--- config.mk ---
export PLATFORM = sky130hd
export DESIGN_NAME = irq_arb
export DESIGN_NICKNAME = d
export VERILOG_FILES = /design/src/rtl/irq_arb.sv
export SDC_FILE = /design/constraint.sdc
export NUM_CORES = 1
export LEC_CHECK = 0
export ABC_AREA = 1
export CAP_MARGIN = 20
export CORE_UTILIZATION = 45
export DETAILED_ROUTE_END_ITERATION = 10
export DONT_BUFFER_PORTS = 1
export GPL_TIMING_DRIVEN = 0
export HOLD_SLACK_MARGIN = 0.06
export PLACE_DENSITY = 0.71
export SLEW_MARGIN = 15
export SYNTH_ARGS = -nofsm -noshare
export SYNTH_HDL_FRONTEND = slang
export SYNTH_SLANG_ARGS = --single-unit
--- constraint.sdc ---
create_clock -name clk -period 1 [get_ports clk]
set_input_delay 0.2 -clock clk [delete_from_list [all_inputs] [get_ports clk]]
set_output_delay 0.2 -clock clk [all_outputs]
set_load 0.05 [all_outputs]
--- src/rtl/irq_arb.sv ---
// Interrupt arbiter: masks level requests, grants one source to the core, pulses irq_exec on ack.
// Optional round-robin selection when IRQ_ARB_ROUND_ROBIN_EN is defined (fixed priority otherwise).
module irq_arb #(
    parameter int         N_SRC      = 8,
    parameter int         VEC_W      = 3,
    parameter logic [7:0] IEN_ADDR   = 8'h6f,
    parameter logic [7:0] PEND_ADDR  = 8'h6d,
    parameter int         SETTLE_CYC = 1
) (
    input  logic             clk,
    input  logic             rst,
    input  logic [N_SRC-1:0] irq_req,
    output logic [N_SRC-1:0] irq_exec,
    input  logic             sreg_ie,
    output logic             cpu_irq,
    output logic [VEC_W-1:0] cpu_vector,
    input  logic             cpu_ack,
    input  logic             write,
    input  logic             read,
    input  logic [7:0]       addr,
    input  logic [7:0]       wdata,
    output logic [7:0]       rdata
);

    typedef enum logic [1:0] {
        ST_IDLE   = 2'd0,
        ST_REQ    = 2'd1,
        ST_SETTLE = 2'd2
    } state_t;

    state_t           r_state;
    logic [N_SRC-1:0] r_ien;
    logic [N_SRC-1:0] r_exec;
    logic [VEC_W-1:0] r_grant;
    logic [VEC_W-1:0] r_vec;
    logic             r_irq;
    logic [1:0]       r_cnt;

    logic [N_SRC-1:0] w_pend;
    logic             w_any;
    logic             w_grant_pend;
    logic [VEC_W-1:0] w_winner;

    // Lowest index wins.
    function automatic logic [VEC_W-1:0] f_fixed_winner(input logic [N_SRC-1:0] pend);
        logic [VEC_W-1:0] w;
        w = '0;
        for (int i = N_SRC - 1; i >= 0; i--) begin
            if (pend[i]) w = VEC_W'(i);
        end
        return w;
    endfunction

    assign w_pend       = irq_req & r_ien;
    assign w_any        = |w_pend;
    assign w_grant_pend = w_pend[r_grant];

`ifdef IRQ_ARB_ROUND_ROBIN_EN
    logic [VEC_W-1:0] r_rr_ptr;
    logic [VEC_W-1:0] w_rr_next;

    // First pending source at or after ptr, wrapping modulo N_SRC.
    function automatic logic [VEC_W-1:0] f_rr_winner(input logic [N_SRC-1:0] pend,
                                                     input logic [VEC_W-1:0] ptr);
        logic [VEC_W-1:0] w;
        int               idx;
        w = '0;
        for (int k = N_SRC - 1; k >= 0; k--) begin
            idx = (int'(ptr) + k) % N_SRC;
            if (pend[idx]) w = VEC_W'(idx);
        end
        return w;
    endfunction

    assign w_winner  = f_rr_winner(w_pend, r_rr_ptr);
    assign w_rr_next = (int'(r_grant) == N_SRC - 1) ? '0 : r_grant + 1'b1;

    // Pointer only advances on a serviced interrupt; withdraws leave it alone.
    always_ff @(posedge clk) begin
        if (rst) begin
            r_rr_ptr <= '0;
        end else if (r_state == ST_REQ && cpu_ack) begin
            r_rr_ptr <= w_rr_next;
        end
    end
`else
    assign w_winner = f_fixed_winner(w_pend);
`endif

    always_ff @(posedge clk) begin
        if (rst) begin
            r_state <= ST_IDLE;
            r_ien   <= '0;
            r_exec  <= '0;
            r_grant <= '0;
            r_vec   <= '0;
            r_irq   <= 1'b0;
            r_cnt   <= '0;
        end else begin
            r_exec <= '0;
            if (write && addr == IEN_ADDR) begin
                r_ien <= wdata[N_SRC-1:0];
            end
            case (r_state)
                ST_IDLE: begin
                    if (sreg_ie && w_any) begin
                        r_grant <= w_winner;
                        r_vec   <= w_winner;
                        r_irq   <= 1'b1;
                        r_state <= ST_REQ;
                    end
                end
                ST_REQ: begin
                    // Ack takes precedence over a simultaneous withdraw.
                    if (cpu_ack) begin
                        r_irq   <= 1'b0;
                        r_exec  <= N_SRC'(1) << r_grant;
                        r_cnt   <= 2'(SETTLE_CYC);
                        r_state <= ST_SETTLE;
                    end else if (!w_grant_pend || !sreg_ie) begin
                        r_irq   <= 1'b0;
                        r_state <= ST_IDLE;
                    end
                end
                ST_SETTLE: begin
                    // Gives the peripheral time to drop its registered request.
                    if (r_cnt <= 2'd1) begin
                        r_cnt   <= '0;
                        r_state <= ST_IDLE;
                    end else begin
                        r_cnt <= r_cnt - 2'd1;
                    end
                end
                default: r_state <= ST_IDLE;
            endcase
        end
    end

    always_comb begin
        rdata = 8'h00;
        if (read) begin
            if (addr == IEN_ADDR) begin
                rdata = 8'(r_ien);
            end else if (addr == PEND_ADDR) begin
                rdata = 8'(w_pend);
            end
        end
    end

    assign irq_exec   = r_exec;
    assign cpu_irq    = r_irq;
    assign cpu_vector = r_vec;

endmodule

-- Word level (Yosys, flattened, before mapping)
Index checks and enable logic that the tools add are counted.
- register bits after elaboration: 24
- bits of input ports: 30
- output and inout port bits: 20
- logic and storage cells: 60
- $add $sub $neg: 1
- $lt $le $gt $ge: 2
- equal/unequal tests: 8
- shift operators: 1
- multiplexer cells: 25
- bitwise operators: 3
- reductions and logical operators: 14
- operators by type and width (kind ; count):
    $mux W3 ; 8
    $mux W8 ; 3
    $eq A8 B7 Y1 const B ; 2
    $mux W2 ; 6
    $and A8 B8 Y8 ; 1
    $reduce_or A8 Y1 ; 1
    $shl A1 B3 Y8 const A ; 1
    $ne A2 B2 Y1 const B ; 3
    $pmux W2 S3 ; 1
    $reduce_and A3 Y1 ; 2
    $lt A3 B4 Y1 const B ; 1
    $mux W1 ; 4
    $pmux W2 S2 ; 1
    $reduce_and A2 Y1 ; 2
    $reduce_bool A2 Y1 ; 2
    $bmux W1 S3 ; 1
    $ne A3 B3 Y1 const B ; 1
    $reduce_or A3 Y1 ; 1
    $eq A2 B1 Y1 const B ; 1
    $eq A2 B2 Y1 const B ; 1
    $le A2 B1 Y1 const B ; 1
    $logic_and A1 B1 Y1 ; 2
    $logic_not A1 Y1 ; 2
    $logic_not A2 Y1 ; 1
    other kinds (4) ; 5

-- Depth between registers and ports, before layout
- word-level depth: 9
- mapped depth: 11

-- Worst setup path before layout
No wires, ideal clock.
- path kind: in2out
- start point: input port addr[6]
- end point: output port rdata[0]
- arrival: 1.541 ns
- required time: 0.800 ns
- path slack: -0.741 ns
- cell stages on the path: 6
- path buffers: 1
- path through: nand2_1 > nor3_4 > and3b_2 > buf_6 > nand2_1 > a21oi_1
- cells in the longest elaborated chain, start to end: 4
- elaborated cells between the ends (all ways): 5
- ends and longest elaborated chain (item ; line ; text):
    start, declared ; 20 ; input logic [7:0] addr,
    $eq A8 B7 Y1 ; 144 ; end else if (addr == PEND_ADDR) begin
    $mux W8 ; 144 ;
    $mux W8 (*) ; 142 ; if (addr == IEN_ADDR) begin
    $mux W8 (*) ; 141 ; if (read) begin
    end, declared ; 22 ; output logic [7:0] rdata
Every way passes the cells marked *; elsewhere a longest branch is shown, timed or not.

-- Final worst setup path
- start point: input port addr[6]
- end point: output port rdata[4]
The elaborated chain is that of the path after synthesis.

==> results.py <==
metrics = {
    "sta": {
        "fin_crit_sh_pct": 142,
        "clock.fmax_mhz": 706,
        "worst_slack_ns": -0.417,
        "slew_headroom_pct": 71.8,
        "post-route-min-period_ns": 1.42,
        "worst_slew_pin_slew_ns": 0.423,
        "finalSetupViolCount": 23,
        "slew_viol_final": 0,
        "rsz0062_at_grt": "yes",
        "final-hold-violation-count": 0,
        "skew_ns": 0.00764,
    },
    "global_routing": {
        "grtUsageMet3_pct": 5.08,
        "grt_antenna_before_repair": 0,
        "met1_usage_pct": 28.5,
        "track_usage_pct": 21.6,
        "grt_first_pass_wirelength_mm": 4.60,
        "grt_pass1_vias": 1050,
        "busiest_layer": "met2",
        "met2_usage_pct": 35.4,
        "grt_max_degree": 15,
        "grt_overflow": 0,
    },
    "min_path": {
        "holdCritStartpoint": "cpu_ack",
        "hold_path_depth": 3,
        "min_to": "r_state[0]",
        "min_path_type": "in -> reg",
    },
    "yosys": {
        "syn_nets": 207,
        "syn_inst": 177,
        "netlist_area_um2": 1230,
        "yosysUniqueCellTypes": 28,
        "yosys_warnings": 0,
        "seq_area_frac_synth_pct": 39.2,
        "avgSynthCellArea_um2": 6.93,
        "synth-seq-cells": 24,
    },
    "finish": {
        "multi_input_area_um2": 960,
        "final_layout_size_suffix_gt1_share_pct": 52.5,
        "diodes": 0,
        "nets": 235,
        "final_cell_mix": "nand2_1 (29), nor2_1 (25), nand2_2 (21)",
        "fin_area_um2": 1920,
        "fillers": 176,
        "seq_area_um2": 543,
        "layout_commonest_cell": "nand2_1",
        "area_growth_syn_to_layout_pct": 56.9,
    },
    "floorplan": {
        "die_h_um": 54.2,
        "die_w_um": 54.2,
        "fp.dieArea_um2": 2940,
        "start_util_pct": 48.6,
        "io_pins": 50,
        "design.core.area_um2": 2520,
        "row_count": 18,
    },
    "drt": {
        "drc": 0,
        "first_iter_violations": 17,
        "via_per_inst": 5.44,
        "wirelength_mm": 3.31,
        "dr.pass1.iters": 4,
        "num_vias": 1273,
        "wl_per_cell_um": 14.1,
        "ant_nets": 0,
    },
    "placement": {
        "gp_congestion": 0.865,
        "port_buffers": 0,
        "pre_cts_ws_ns": -0.403,
        "placedInstanceArea_um2": 1390,
        "dp_hpwl_mm": 2.18,
    },
    "setup_path": {
        "crit_path_max_fanout": 8,
        "reg2reg_to": "cpu_irq",
        "crit_required_ns": 0.80,
        "worstReg2RegStart": "cpu_vector[0]",
        "slowest_stage": "a21oi_4",
        "crit_type": "in -> out",
        "cp-end-kind": "output port",
        "setup.worst_path.start_class": "input port",
        "rrSetupSlack_ns": -0.36,
        "cp_cell_sequence": "nand2_8 -> nor3_4 -> and3b_2 -> buf_12 -> nand2_2 -> a21oi_4",
        "arrival_ns": 1.22,
        "reg2reg_depth": 11,
        "max_stage_delay_ns": 0.35,
    },
    "run": {
        "cap_viol_max_count": 0,
    },
    "pwr": {
        "power_leakage_uw": 0.000785,
        "powerDensity_nw_per_um2": 899,
        "ir_drop_v": 0.00106,
    },
    "clock_tree": {
        "clockRootBuffer": "clkbuf_4",
        "clk_pin_slew_ns": 0.13,
        "clkSinkCount": 24,
        "clock_latency_ns": 0.32,
        "cts_buffers": 3,
        "cts_tree": "yes",
        "cts_buffer_depth": 2,
        "ctsHtreeMaxLevel": 1,
    },
    "status": {
        "outcome": "finished with violations",
        "violations": "setup timing",
    },
}
==> worst max-delay path: cells and delay by family <==
kind | cells | cell delay, ns
buf+inv | 1 | 0.15
compound gates | 1 | 0.35
simple gates | 4 | 0.51
==> logic make-up (layout without fill, tap and decap cells) <==
family          Yosys count  after routing  synth area share [%]
compound gates           30             30                  13.7
buf+inv                  18             44                  6.94
flops                    24             24                  39.2
simple gates            105            106                  40.2
==> through the flow <==
step / std cells / total power [uW] / util [%] / hold WS, ns / TNS, ns
after CTS: 226 / 1720 / 66.8 / 0.0675 / -4.21
after global placement: 207 / 1030 / 55.2 / 0.267 / -6.07
after floorplan: 177 / 1020 / - / 0.266 / -4.50
final: 234 / 1730 / 76.3 / 0.0739 / -4.91
after detailed placement: 207 / 1030 / 55.2 / 0.271 / -6.68
after global routing: 234 / 1780 / 76.3 / 0.0677 / -6.30
==> worst max-delay path by stage <==
| stage | endpoint | from | slack [ns] | cells past startpoint |
|---|---|---|---|---|
| 6_report | rdata[4] | addr[6] | -0.42 | 6 |
| 5_1_grt | rdata[4] | addr[6] | -0.46 | 6 |
| 4_1_cts | rdata[5] | addr[7] | -0.40 | 5 |
| 3_5_place_dp | rdata[0] | addr[4] | -0.40 | 5 |
| 3_3_place_gp | rdata[0] | addr[4] | -0.38 | 5 |
| 2_1_floorplan | rdata[0] | addr[4] | -0.33 | 5 |
==> power breakdown <==
part           total [uW]  internal, uW  switching (uW)
Combinational         102          50.6            51.1
Clock                 702           406             297
Sequential            926           920            5.96
==> synthesized netlist by cell type <==
master    count  share of area [%]
inv_1        11                3.4
nand2_2       2                1.0
o21ai_2       1               0.71
inv_4         1               0.51
nand3_1       5                2.0
buf_1         1               0.31
a21oi_1      15                6.1
nor2_8        1                1.6
nand3_4       1                1.4
and3_1        1               0.51
nor2_1       28                8.6
nor2_4        1               0.92
nor2_2        1               0.51
a31oi_1       1               0.51
a211oi_1      1               0.61
o21ai_0      10                4.1
and3b_2       1               0.82
buf_6         2                1.8
nor3_4        1                1.3
nand2_1      59                 18
clkbuf_1      1               0.31
nand3_2       1               0.82
a211oi_2      1                1.0
a21boi_0      1               0.61
dfxtp_1      24                 39
nor4_4        1                1.7
inv_2         2               0.61
nor3_1        2               0.82
==> layer usage <==
| layer | part of all wire, % | vias to the layer above |
|---|---|---|
| met1 | 41 | 580 |
| li1 | - | 622 |
| met2 | 50 | 59 |
| met5 | 0 | - |
| met3 | 6.1 | 12 |
| met4 | 2.6 | 0 |
==> area by class of cell <==
class                   instances  area share, %
multi-input cells             136           49.9
inverters                      14           3.51
repair buffers                 22           11.5
well taps                      30           1.95
clock inverters                 1           1.56
flip-flops and latches         24           28.2
plain buffers                   4           2.21
clock buffers                   3           1.17
==> state kept, by name, indices dropped and copies added (netlist names) <==
signal      cells
r_state         2
cpu_irq         1
r_cnt           2
irq_exec        8
r_ien           8
cpu_vector      3
==> timing repair <==
item	in CTS	in global routing
setup endpoints to repair	33	38
hold endpoints to repair	13	1
hold buffers	9	1
resized for setup	41	47
buffers inserted	6	7
cloned	0	1
pin swaps	17	20
Note: power is estimated with default switching activity, not from simulation.
